===== src/rtl/audio_level_meter.sv =====
// audio_level_meter: windowed-peak mic level meter with a thermometer LED bar and a
// two-digit multiplexed active-low 7-seg readout. Define PEAK_HOLD_EN for peak-hold display.
module audio_level_meter #(
    parameter int SAMPLE_W     = 12,
    parameter int LEVELS       = 16,
    parameter int BASE         = 2048,
    parameter int STEP_LOG2    = 7,
    parameter int WINDOW       = 10000,
    parameter int SCAN_DIV     = 131232,
    parameter int HOLD_WINDOWS = 4
) (
    input  logic                      CLK,
    input  logic                      RST_N,
    input  logic                      sample_valid,
    input  logic [SAMPLE_W-1:0]       sample,
    output logic [$clog2(LEVELS)-1:0] level,
    output logic                      level_valid,
    output logic [LEVELS-1:0]         led,
    output logic [6:0]                seg,
    output logic [3:0]                an,
    output logic                      dp
);
    localparam int LW      = $clog2(LEVELS);
    localparam int CNT_W   = (WINDOW > 1) ? $clog2(WINDOW) : 1;
    localparam int SCAN_W  = (SCAN_DIV > 1) ? $clog2(SCAN_DIV) : 1;
    localparam int MAX_LVL = LEVELS - 1;
    localparam logic [CNT_W-1:0]  WIN_LAST  = CNT_W'(WINDOW - 1);
    localparam logic [SCAN_W-1:0] SCAN_LAST = SCAN_W'(SCAN_DIV - 1);
    localparam logic [SAMPLE_W:0] BASE_X    = (SAMPLE_W+1)'(BASE);
    localparam logic [SAMPLE_W:0] MAX_X     = (SAMPLE_W+1)'(MAX_LVL);

    function automatic logic [6:0] seg_encode(input logic [3:0] d);
        logic [6:0] s;
        case (d)
            4'd0:    s = 7'b1000000;
            4'd1:    s = 7'b1111001;
            4'd2:    s = 7'b0100100;
            4'd3:    s = 7'b0110000;
            4'd4:    s = 7'b0011001;
            4'd5:    s = 7'b0010010;
            4'd6:    s = 7'b0000010;
            4'd7:    s = 7'b1111000;
            4'd8:    s = 7'b0000000;
            4'd9:    s = 7'b0010000;
            default: s = 7'b1111111;
        endcase
        return s;
    endfunction

    function automatic logic [LEVELS-1:0] therm(input logic [LW-1:0] l);
        logic [LEVELS-1:0] t;
        for (int i = 0; i < LEVELS; i++) begin
            t[i] = (i <= int'(l));
        end
        return t;
    endfunction

    logic [CNT_W-1:0]    win_cnt_r;
    logic [SAMPLE_W-1:0] run_max_r;
    logic [LW-1:0]       level_r;
    logic                level_valid_r;
    logic [LEVELS-1:0]   led_r;
    logic [SCAN_W-1:0]   scan_cnt_r;
    logic                sel_r;
    logic [6:0]          seg_r;
    logic [3:0]          an_r;

    logic [SAMPLE_W-1:0] peak_s;
    logic [SAMPLE_W:0]   peak_x_s;
    logic [SAMPLE_W:0]   diff_s;
    logic [SAMPLE_W:0]   quo_s;
    logic [LW-1:0]       lvl_s;
    logic                close_s;
    logic [LEVELS-1:0]   led_nx_s;
    logic [LW-1:0]       disp_s;
    logic                scan_wrap_s;
    logic                sel_nx_s;
    logic [3:0]          tens_s;
    logic [3:0]          ones_s;
    logic [6:0]          seg_nx_s;
    logic [3:0]          an_nx_s;

    // Running peak including the current sample, and its quantised level (no wrap below BASE).
    always_comb begin
        peak_s   = run_max_r;
        peak_x_s = '0;
        diff_s   = '0;
        quo_s    = '0;
        lvl_s    = '0;
        close_s  = sample_valid && (win_cnt_r == WIN_LAST);
        if (sample > run_max_r) begin
            peak_s = sample;
        end else begin
            peak_s = run_max_r;
        end
        peak_x_s = {1'b0, peak_s};
        if (peak_x_s <= BASE_X) begin
            diff_s = '0;
        end else begin
            diff_s = peak_x_s - BASE_X;
        end
        quo_s = diff_s >> STEP_LOG2;
        if (quo_s > MAX_X) begin
            lvl_s = LW'(MAX_LVL);
        end else begin
            lvl_s = quo_s[LW-1:0];
        end
    end

`ifdef PEAK_HOLD_EN
    localparam int HT_W = $clog2(HOLD_WINDOWS + 1);
    localparam logic [HT_W-1:0] HT_MAX = HT_W'(HOLD_WINDOWS);

    function automatic logic [LEVELS-1:0] onehot(input logic [LW-1:0] l);
        logic [LEVELS-1:0] t;
        for (int i = 0; i < LEVELS; i++) begin
            t[i] = (i == int'(l));
        end
        return t;
    endfunction

    logic [LW-1:0]   hold_r;
    logic [HT_W-1:0] hold_tmr_r;
    logic [LW-1:0]   hold_nx_s;
    logic [HT_W-1:0] hold_tmr_nx_s;

    // Hold tracks new maxima at once, then decays one step per window after the hold time.
    always_comb begin
        hold_nx_s     = hold_r;
        hold_tmr_nx_s = hold_tmr_r;
        if (lvl_s >= hold_r) begin
            hold_nx_s     = lvl_s;
            hold_tmr_nx_s = '0;
        end else if (hold_tmr_r < HT_MAX) begin
            hold_nx_s     = hold_r;
            hold_tmr_nx_s = hold_tmr_r + HT_W'(1);
        end else begin
            hold_nx_s     = hold_r - LW'(1);
            hold_tmr_nx_s = hold_tmr_r;
        end
        led_nx_s = therm(lvl_s) | onehot(hold_nx_s);
        disp_s   = hold_r;
    end

    // Hold register and its window timer, advanced once per closed window.
    always_ff @(posedge CLK or negedge RST_N) begin
        if (!RST_N) begin
            hold_r     <= '0;
            hold_tmr_r <= '0;
        end else if (close_s) begin
            hold_r     <= hold_nx_s;
            hold_tmr_r <= hold_tmr_nx_s;
        end else begin
            hold_r     <= hold_r;
            hold_tmr_r <= hold_tmr_r;
        end
    end
`else
    // Without peak hold the bar and readout both follow the current level.
    always_comb begin
        led_nx_s = therm(lvl_s);
        disp_s   = level_r;
    end
`endif

    // Window accumulator: sample count and running max, cleared when a window closes.
    always_ff @(posedge CLK or negedge RST_N) begin
        if (!RST_N) begin
            win_cnt_r <= '0;
            run_max_r <= '0;
        end else if (close_s) begin
            win_cnt_r <= '0;
            run_max_r <= '0;
        end else if (sample_valid) begin
            win_cnt_r <= win_cnt_r + CNT_W'(1);
            run_max_r <= peak_s;
        end else begin
            win_cnt_r <= win_cnt_r;
            run_max_r <= run_max_r;
        end
    end

    // Level, LED bar and one-cycle update strobe, registered the cycle after window close.
    always_ff @(posedge CLK or negedge RST_N) begin
        if (!RST_N) begin
            level_r       <= '0;
            level_valid_r <= 1'b0;
            led_r         <= LEVELS'(1);
        end else begin
            level_valid_r <= close_s;
            if (close_s) begin
                level_r <= lvl_s;
                led_r   <= led_nx_s;
            end else begin
                level_r <= level_r;
                led_r   <= led_r;
            end
        end
    end

    // Next slot contents; tens slot blanks entirely when the tens digit is zero.
    always_comb begin
        scan_wrap_s = (scan_cnt_r == SCAN_LAST);
        sel_nx_s    = ~sel_r;
        tens_s      = 4'(7'(disp_s) / 7'd10);
        ones_s      = 4'(7'(disp_s) % 7'd10);
        seg_nx_s    = 7'b1111111;
        an_nx_s     = 4'b1111;
        if (sel_nx_s == 1'b0) begin
            an_nx_s  = 4'b1110;
            seg_nx_s = seg_encode(ones_s);
        end else if (tens_s == 4'd0) begin
            an_nx_s  = 4'b1111;
            seg_nx_s = 7'b1111111;
        end else begin
            an_nx_s  = 4'b1101;
            seg_nx_s = seg_encode(tens_s);
        end
    end

    // Free-running digit scan; seg and an load together only at slot boundaries.
    always_ff @(posedge CLK or negedge RST_N) begin
        if (!RST_N) begin
            scan_cnt_r <= '0;
            sel_r      <= 1'b0;
            seg_r      <= 7'b1000000;
            an_r       <= 4'b1110;
        end else if (scan_wrap_s) begin
            scan_cnt_r <= '0;
            sel_r      <= sel_nx_s;
            seg_r      <= seg_nx_s;
            an_r       <= an_nx_s;
        end else begin
            scan_cnt_r <= scan_cnt_r + SCAN_W'(1);
            sel_r      <= sel_r;
            seg_r      <= seg_r;
            an_r       <= an_r;
        end
    end

    assign level       = level_r;
    assign level_valid = level_valid_r;
    assign led         = led_r;
    assign seg         = seg_r;
    assign an          = an_r;
    assign dp          = 1'b1;

endmodule


===== config.mk =====
export PLATFORM = sky130hd
export DESIGN_NAME = audio_level_meter
export DESIGN_NICKNAME = d
export VERILOG_FILES = /design/src/rtl/audio_level_meter.sv
export SDC_FILE = /design/constraint.sdc
export NUM_CORES = 1
export LEC_CHECK = 0
export ABC_AREA = 0
export CAP_MARGIN = 25
export CORE_MARGIN = 2
export CORE_UTILIZATION = 47
export CTS_CLUSTER_DIAMETER = 80
export DETAILED_ROUTE_END_ITERATION = 10
export PLACE_DENSITY = 0.69
export SYNTH_ARGS = -nofsm -noshare
export SYNTH_HDL_FRONTEND = slang
export SYNTH_SLANG_ARGS = --single-unit
export TNS_END_PERCENT = 20

===== constraint.sdc =====
create_clock -name CLK -period 3.37 [get_ports CLK]
set_input_delay 0.337 -clock CLK [delete_from_list [all_inputs] [get_ports CLK]]
set_output_delay 0.337 -clock CLK [all_outputs]
set_load 0.01 [all_outputs]

## Yosys cells after proc, flatten, opt, wreduce, memory -nomap -nowiden

Memories as Yosys holds them, arrays and structs flattened.
Cells that the tools add are included.
W data, S select, Z words.

| cells by class | value |
|---|---|
| bitwise operators | 1 |
| shift operators | 0 |
| equal/unequal tests | 2 |
| add/subtract/negate cells | 3 |
| multiplexer cells | 12 |
| div/mod/pow operators | 2 |
| multiply operators | 0 |
| magnitude comparators | 18 |
| reductions and logical operators | 3 |

Operators by type and width:

| cell | number |
|---|---|
| $mux W12 | 3 |
| $le A4 B4 Y1 const A | 8 |
| $mux W14 | 2 |
| $add A18 B1 Y18 const B | 1 |
| $eq A18 B18 Y1 const B | 1 |
| $mux W18 | 1 |
| $le A3 B4 Y1 const A | 4 |
| $add A14 B1 Y14 const B | 1 |
| $eq A14 B14 Y1 const B | 1 |
| $mux W7 | 2 |
| $mux W13 | 1 |
| $sub A12 B12 Y13 const B | 1 |
| $gt A12 B12 Y1 | 1 |
| $le A12 B12 Y1 const B | 1 |
| $le A2 B4 Y1 const A | 2 |
| $div A4 B4 Y7 const B | 1 |
| $mod A4 B4 Y7 const B | 1 |
| $gt A6 B4 Y1 const B | 1 |
| $le A1 B4 Y1 const A | 1 |
| $logic_not A4 Y1 | 1 |
| $mux W2 | 2 |
| $mux W4 | 1 |
| $reduce_bool A2 Y1 | 1 |
| $logic_and A1 B1 Y1 | 1 |
| $not A1 Y1 | 1 |

| storage, ports and cells | value |
|---|---|
| bits in latches | 0 |
| output and inout bits | 33 |
| memory bits (writable) | 0 |
| bits in read-only memories | 224 |
| memories | 2 |
| input port bits | 15 |
| flip-flop bits (word level) | 76 |
| logic and storage cells | 52 |

Memories:

| name | depth | bits a word | read ports | clocked after Yosys merged registers in | write ports | line | text |
|---|---|---|---|---|---|---|---|
| (no name shown) | 16 | 7 | 1 | 0 | 0 | 34 | `case (d)` |
| (no name shown) | 16 | 7 | 1 | 0 | 0 | 34 |  |

## Logic depth before layout (Yosys ltp)

| logic depth | value |
|---|---|
| word-level depth | 7 |
| mapped depth | 11 |
| depth with buffers taken out | 11 |

## Worst setup path before layout

No wires, ideal clock.

| timing path | value |
|---|---|
| path type | register to register |
| from | reg run_max_r[9] |
| to | reg led_r[3] (netlist: led[3]) |
| slack | 994 ps |
| clock period less this slack | 2376 ps |
| path buffers | 1 |
| cell stages (with the launch flop) | 9 |
| data arrival time | 2252 ps |
| cells stage by stage | dfrtp_1 -> clkbuf_1 -> inv_1 -> ha_1 -> nand4_2 -> a211o_1 -> nand2_2 -> mux2_2 -> a211o_1 |

| on the way | value |
|---|---|
| word-level cells in the longest chain between the ends | 7 |
| elaborated cells on any way between the ends | 8 |

RTL lines:

| item | line | text |
|---|---|---|
| start, declared | 59 | `logic [SAMPLE_W-1:0] run_max_r;` |
| start signal, assigned | 176 | `run_max_r <= peak_s;` |
| start signal, assigned | 179 | `run_max_r <= run_max_r;` |
| $gt A12 B12 Y1 | 91 | `if (sample > run_max_r) begin` |
| $mux W12 * | 91 |  |
| $sub A12 B12 Y13 or $le A12 B12 Y1 (tied branches) | 100, 97 |  |
| $mux W13 * | 97 | `if (peak_x_s <= BASE_X) begin` |
| $gt A6 B4 Y1 | 103 | `if (quo_s > MAX_X) begin` |
| $mux W4 * | 103 |  |
| $le A2 B4 Y1 * | 53 | `t[i] = (i <= int'(l));` |
| end signal, assigned | 193 | `led_r <= led_nx_s;` |
| end signal, assigned | 196 | `led_r <= led_r;` |
| end, declared | 62 | `logic [LEVELS-1:0] led_r;` |

Every way passes the cells marked *; elsewhere a longest branch is shown, timed or not.
A chain may end at the register's enable or synchronous reset.

## Worst setup path in the final report

| timing path | value |
|---|---|
| from | reg run_max_r[9] |
| to | reg run_max_r[5] |

| on the way | value |
|---|---|
| word-level cells in the longest chain between the ends | 4 |

RTL lines:

| item | line | text |
|---|---|---|
| $gt A12 B12 Y1 | 91 |  |
| $mux W12 | 91 |  |
| $mux W12 | 174 | `end else if (sample_valid) begin` |
| $mux W12 | 171 | `end else if (close_s) begin` |

Every way passes these cells. The select of a mux whose other input is x is not followed.

==> flow_summary_export.csv <==
group,metric,value,unit
clock_network,post_cts_buffers,0,
clock_network,clkTransAtPathRegs,0.10,ns
timing,worst_pin_slew,0.7140,ns
clock_network,cts_tree,"yes",
hold_path,hp-class,"primary input to asynchronous set/reset pin",
logic_synthesis,yosys.cell_types.count,59,
power_and_ir_drop,switchingPower,0.0009216,W
setup_path,setup.worst_path.start,"run_max_r[9]",
floorplan,num_rows,34,
logic_synthesis,synth-xor-area-share,0.06137,
timing,fin_ws,0.6793,ns
placement,dp_slack,0.5260,ns
timing,rsz0062_at_grt,"no",
floorplan,die_w,97.84,um
clock_network,ctsHtreeMaxLevel,3,
floorplan,die_area,0.009573,mm^2
logic_synthesis,dominantRegCellSynth,"dfrtp_1",
floorplan,num_io_pins,48,
drt,via_per_inst,5.758,
logic_synthesis,synth.area.mux_share,0.01814,
logic_synthesis,synth_edf_count,0,
drt,antenna_left,0,
power_and_ir_drop,p_comb_frac,0.278,
setup_path,worstSetupPathType,"flip-flop to flip-flop",
global_routing,grt_start_max_net_pins,35,
power_and_ir_drop,leakage,2.168,nW
clock_network,cts_buffers,9,
drt,drt_wl_total,9528,um
layout,drive_above_1_share,0.1066,
placement,gp_congestion,0.9379,
setup_path,critical_path.top_delay_family,"compound AO/OA/AOI/OAI gates",
global_routing,grt_pass1_wl,16340,um
power_and_ir_drop,clkPwrFrac,0.272,
logic_synthesis,synthAdderAreaFrac,0.06348,
logic_synthesis,syn_area_per_cell,9.450,um^2
layout,syn_to_final_growth,17.23,%
drt,drt_iter0_markers,164,
setup_path,crit_path_top_delay_cell,"dfrtp_1",
clock_network,cts_max_path_buffers,2,
clock_network,cts_resized,0,
logic_synthesis,synthSimpleGateAreaFrac,0.2134,
floorplan,core-area,0.008636,mm^2
logic_synthesis,async_reset_ff_frac,1.000,
timing,post-route-min-period,2.691,ns
power_and_ir_drop,p_seq_frac,0.450,
drt,wl_per_cell,15.99,um
setup_path,path_buf_inv,1,
setup_path,critical_path.cell_chain,"inv_1 -> ha_1 -> nand4_2 -> a211o_1 -> a31oi_4 -> o21a_1 -> o21ai_0",
logic_synthesis,synthCells,438,
logic_synthesis,yosys_warnings,0,
timing,setup_viol,0,
logic_synthesis,yosysSeqAreaShare,0.4359,
clock_network,ctsHoldBuffers,0,
setup_path,crit_path_start_kind,"flip-flop",
logic_synthesis,synth_compound_area_frac,0.1584,
floorplan,die_height,97.84,um
outcome,outcome,"completed",
setup_path,r2r_start,"run_max_r[9]",
layout,nets,519,
clock_network,cts.sinks,72,
drt,drt_pre_antenna_iters,4,
setup_path,cpPeakStageDelay,0.58,ns
timing,clock_skew,0.01764,ns
power_and_ir_drop,p_int,0.001502,W
power_and_ir_drop,power_density,499.5,mW/mm^2
global_routing,overflow,0,
floorplan,initial_core_util,0.4793,
layout,n_antenna_cell,0,
drt,drc,0,
timing,relSlewSlack,0.5240,
timing,fin_crit_sh,0.7984,
timing,fmax,0.3717,GHz
global_routing,grt_pass1_vias,3424,
clock_network,clk_latency,0.36,ns
placement,io_buffers,43,
power_and_ir_drop,switching_share,0.3802,
setup_path,cp.arrival,2.91,ns
power_and_ir_drop,vdd_ir_drop_max,0.0003304,V
logic_synthesis,syn-cell-area,0.004139,mm^2
setup_path,required,3.59,ns
timing,slew_viol_final,0,
logic_synthesis,ys_ff_latch,72,
layout,fillers,807,
drt,vias,3432,
placement,dpl.hpwl,6830,um
logic_synthesis,synth_top_family_by_area,"simple AND/OR/NAND/NOR gates",
setup_path,path_max_fanout,12,
global_routing,grt_usage,0.2070,
global_routing,antenna_found_initial,0,
timing,finalSetupTns,0,ns
run,drv_cap,0,
setup_path,cp-end-kind,"flip-flop",
clock_network,clockRootBuffer,"clkbuf_8",
timing,finalHoldViolations,0,
[sequential cells by signal, summed over array words and instances, names as in the netlist]
register	flops
run_max_r	12
led	15
win_cnt_r	14
level_valid	1
level	3
scan_cnt_r	18
seg	7
an	2
[Yosys cell counts, drive strengths merged, types with 4 or more instances]
cell type,n,area (um^2)
nor2,42,157.7
o21ai,32,160.2
a21oi,19,98.85
a21o,4,30.03
nand4,24,162.7
and3,8,50.05
xor2,9,78.83
clkbuf,5,18.77
nand2b,5,31.28
xnor2,20,175.2
nand3,15,75.07
o211ai,6,45.04
or2,4,25.02
mux2,4,45.04
inv,22,82.58
nand2,35,133.9
nor3,10,66.32
and2,5,31.28
ha,21,262.8
o22ai,6,37.54
or3,4,25.02
a31oi,4,46.29
buf,17,98.84
dfrtp,70,1752
[worst reg2reg max path, cell delays in order (launching register included)]
cell and delay [ns]:
dfrtp_1 0.58, inv_1 0.17, ha_1 0.35, nand4_2 0.16, a211o_1 0.39, a31oi_4 0.37, o21a_1 0.40, o21ai_0 0.15
[power by group through the flow]
stage          Sequential [W]  Combinational [W]  Clock [W]
2_1_floorplan         0.00105           0.000513          0
3_3_place_gp          0.00110           0.000650          0
5_1_grt               0.00110           0.000766   0.000716
4_1_cts               0.00109           0.000668   0.000679
6_report              0.00109           0.000674   0.000659
3_5_place_dp          0.00110           0.000662          0
[layer usage]
metal,GRT usage,vias to the layer above,share of wire
met2,0.3282,137,0.46
met5,0,-,0
met4,0.08120,0,0.021
met3,0.04009,24,0.061
met1,0.2812,1620,0.46
li1,-,1651,-
[worst paths after layout]
check / to / slack, ns / cells past startpoint
max in group asynchronous: win_cnt_r[3] / 2.53 / 2
hold / removal: scan_cnt_r[2] / 0.03 / 1
hold reg to reg: seg[1] / 0.49 / 2
min in group CLK: seg[1] / 0.49 / 2
setup / recovery: run_max_r[5] / 0.68 / 7
setup reg to reg: run_max_r[5] / 0.68 / 7
[cells by family (layout without fill, tap and decap cells)]
logic type	after synthesis	after routing
simple gates	167	167
compound gates	97	97
flops	72	72
buf+inv	44	91
xor+xnor	29	29
fa+ha+maj	21	21
mux	7	7
other cells	1	4
[through the flow]
stage	utilization	hold WS [ns]	cells	area [um^2]	power (W)
CTS	0.5619	0.04322	596	4852	0.002433
finish	0.5619	0.02522	596	4852	0.002424
global route	0.5619	0.07726	596	4852	0.002587
floorplan	-	0.04141	441	4150	0.001562
global placement	0.5406	0.4400	580	4668	0.001747
detailed placement	0.5406	0.4378	580	4668	0.001765
[cell type report]
class	instances	area, um^2	share of cell area
multi-input cells	325	2146	0.4422
clock buffers	9	123.9	0.02553
repair buffers	53	500.5	0.1031
flip-flops and latches	72	1804	0.3718
well taps	108	135.1	0.02785
inverters	22	82.58	0.01702
clock inverters	7	60.06	0.01238
[cell usage in the layout, fill, tap and decap left out, types with 4 or more instances in the layout]
master	instances
a21o_1	4
a21oi_1	18
and2_1	5
and3_1	8
buf_4	10
clkbuf_8	9
clkdlybuf4s50_1	42
conb_1	4
dfrtp_1	70
ha_1	21
inv_1	20
mux2_2	4
nand2_1	34
nand2b_1	5
nand3_1	15
nand4_1	22
nor2_1	42
nor3_1	8
o211ai_1	6
o21ai_0	31
o22ai_1	6
or2_2	4
or3_1	4
xnor2_1	20
xor2_1	9
Note: power is estimated with default switching activity, not from simulation.
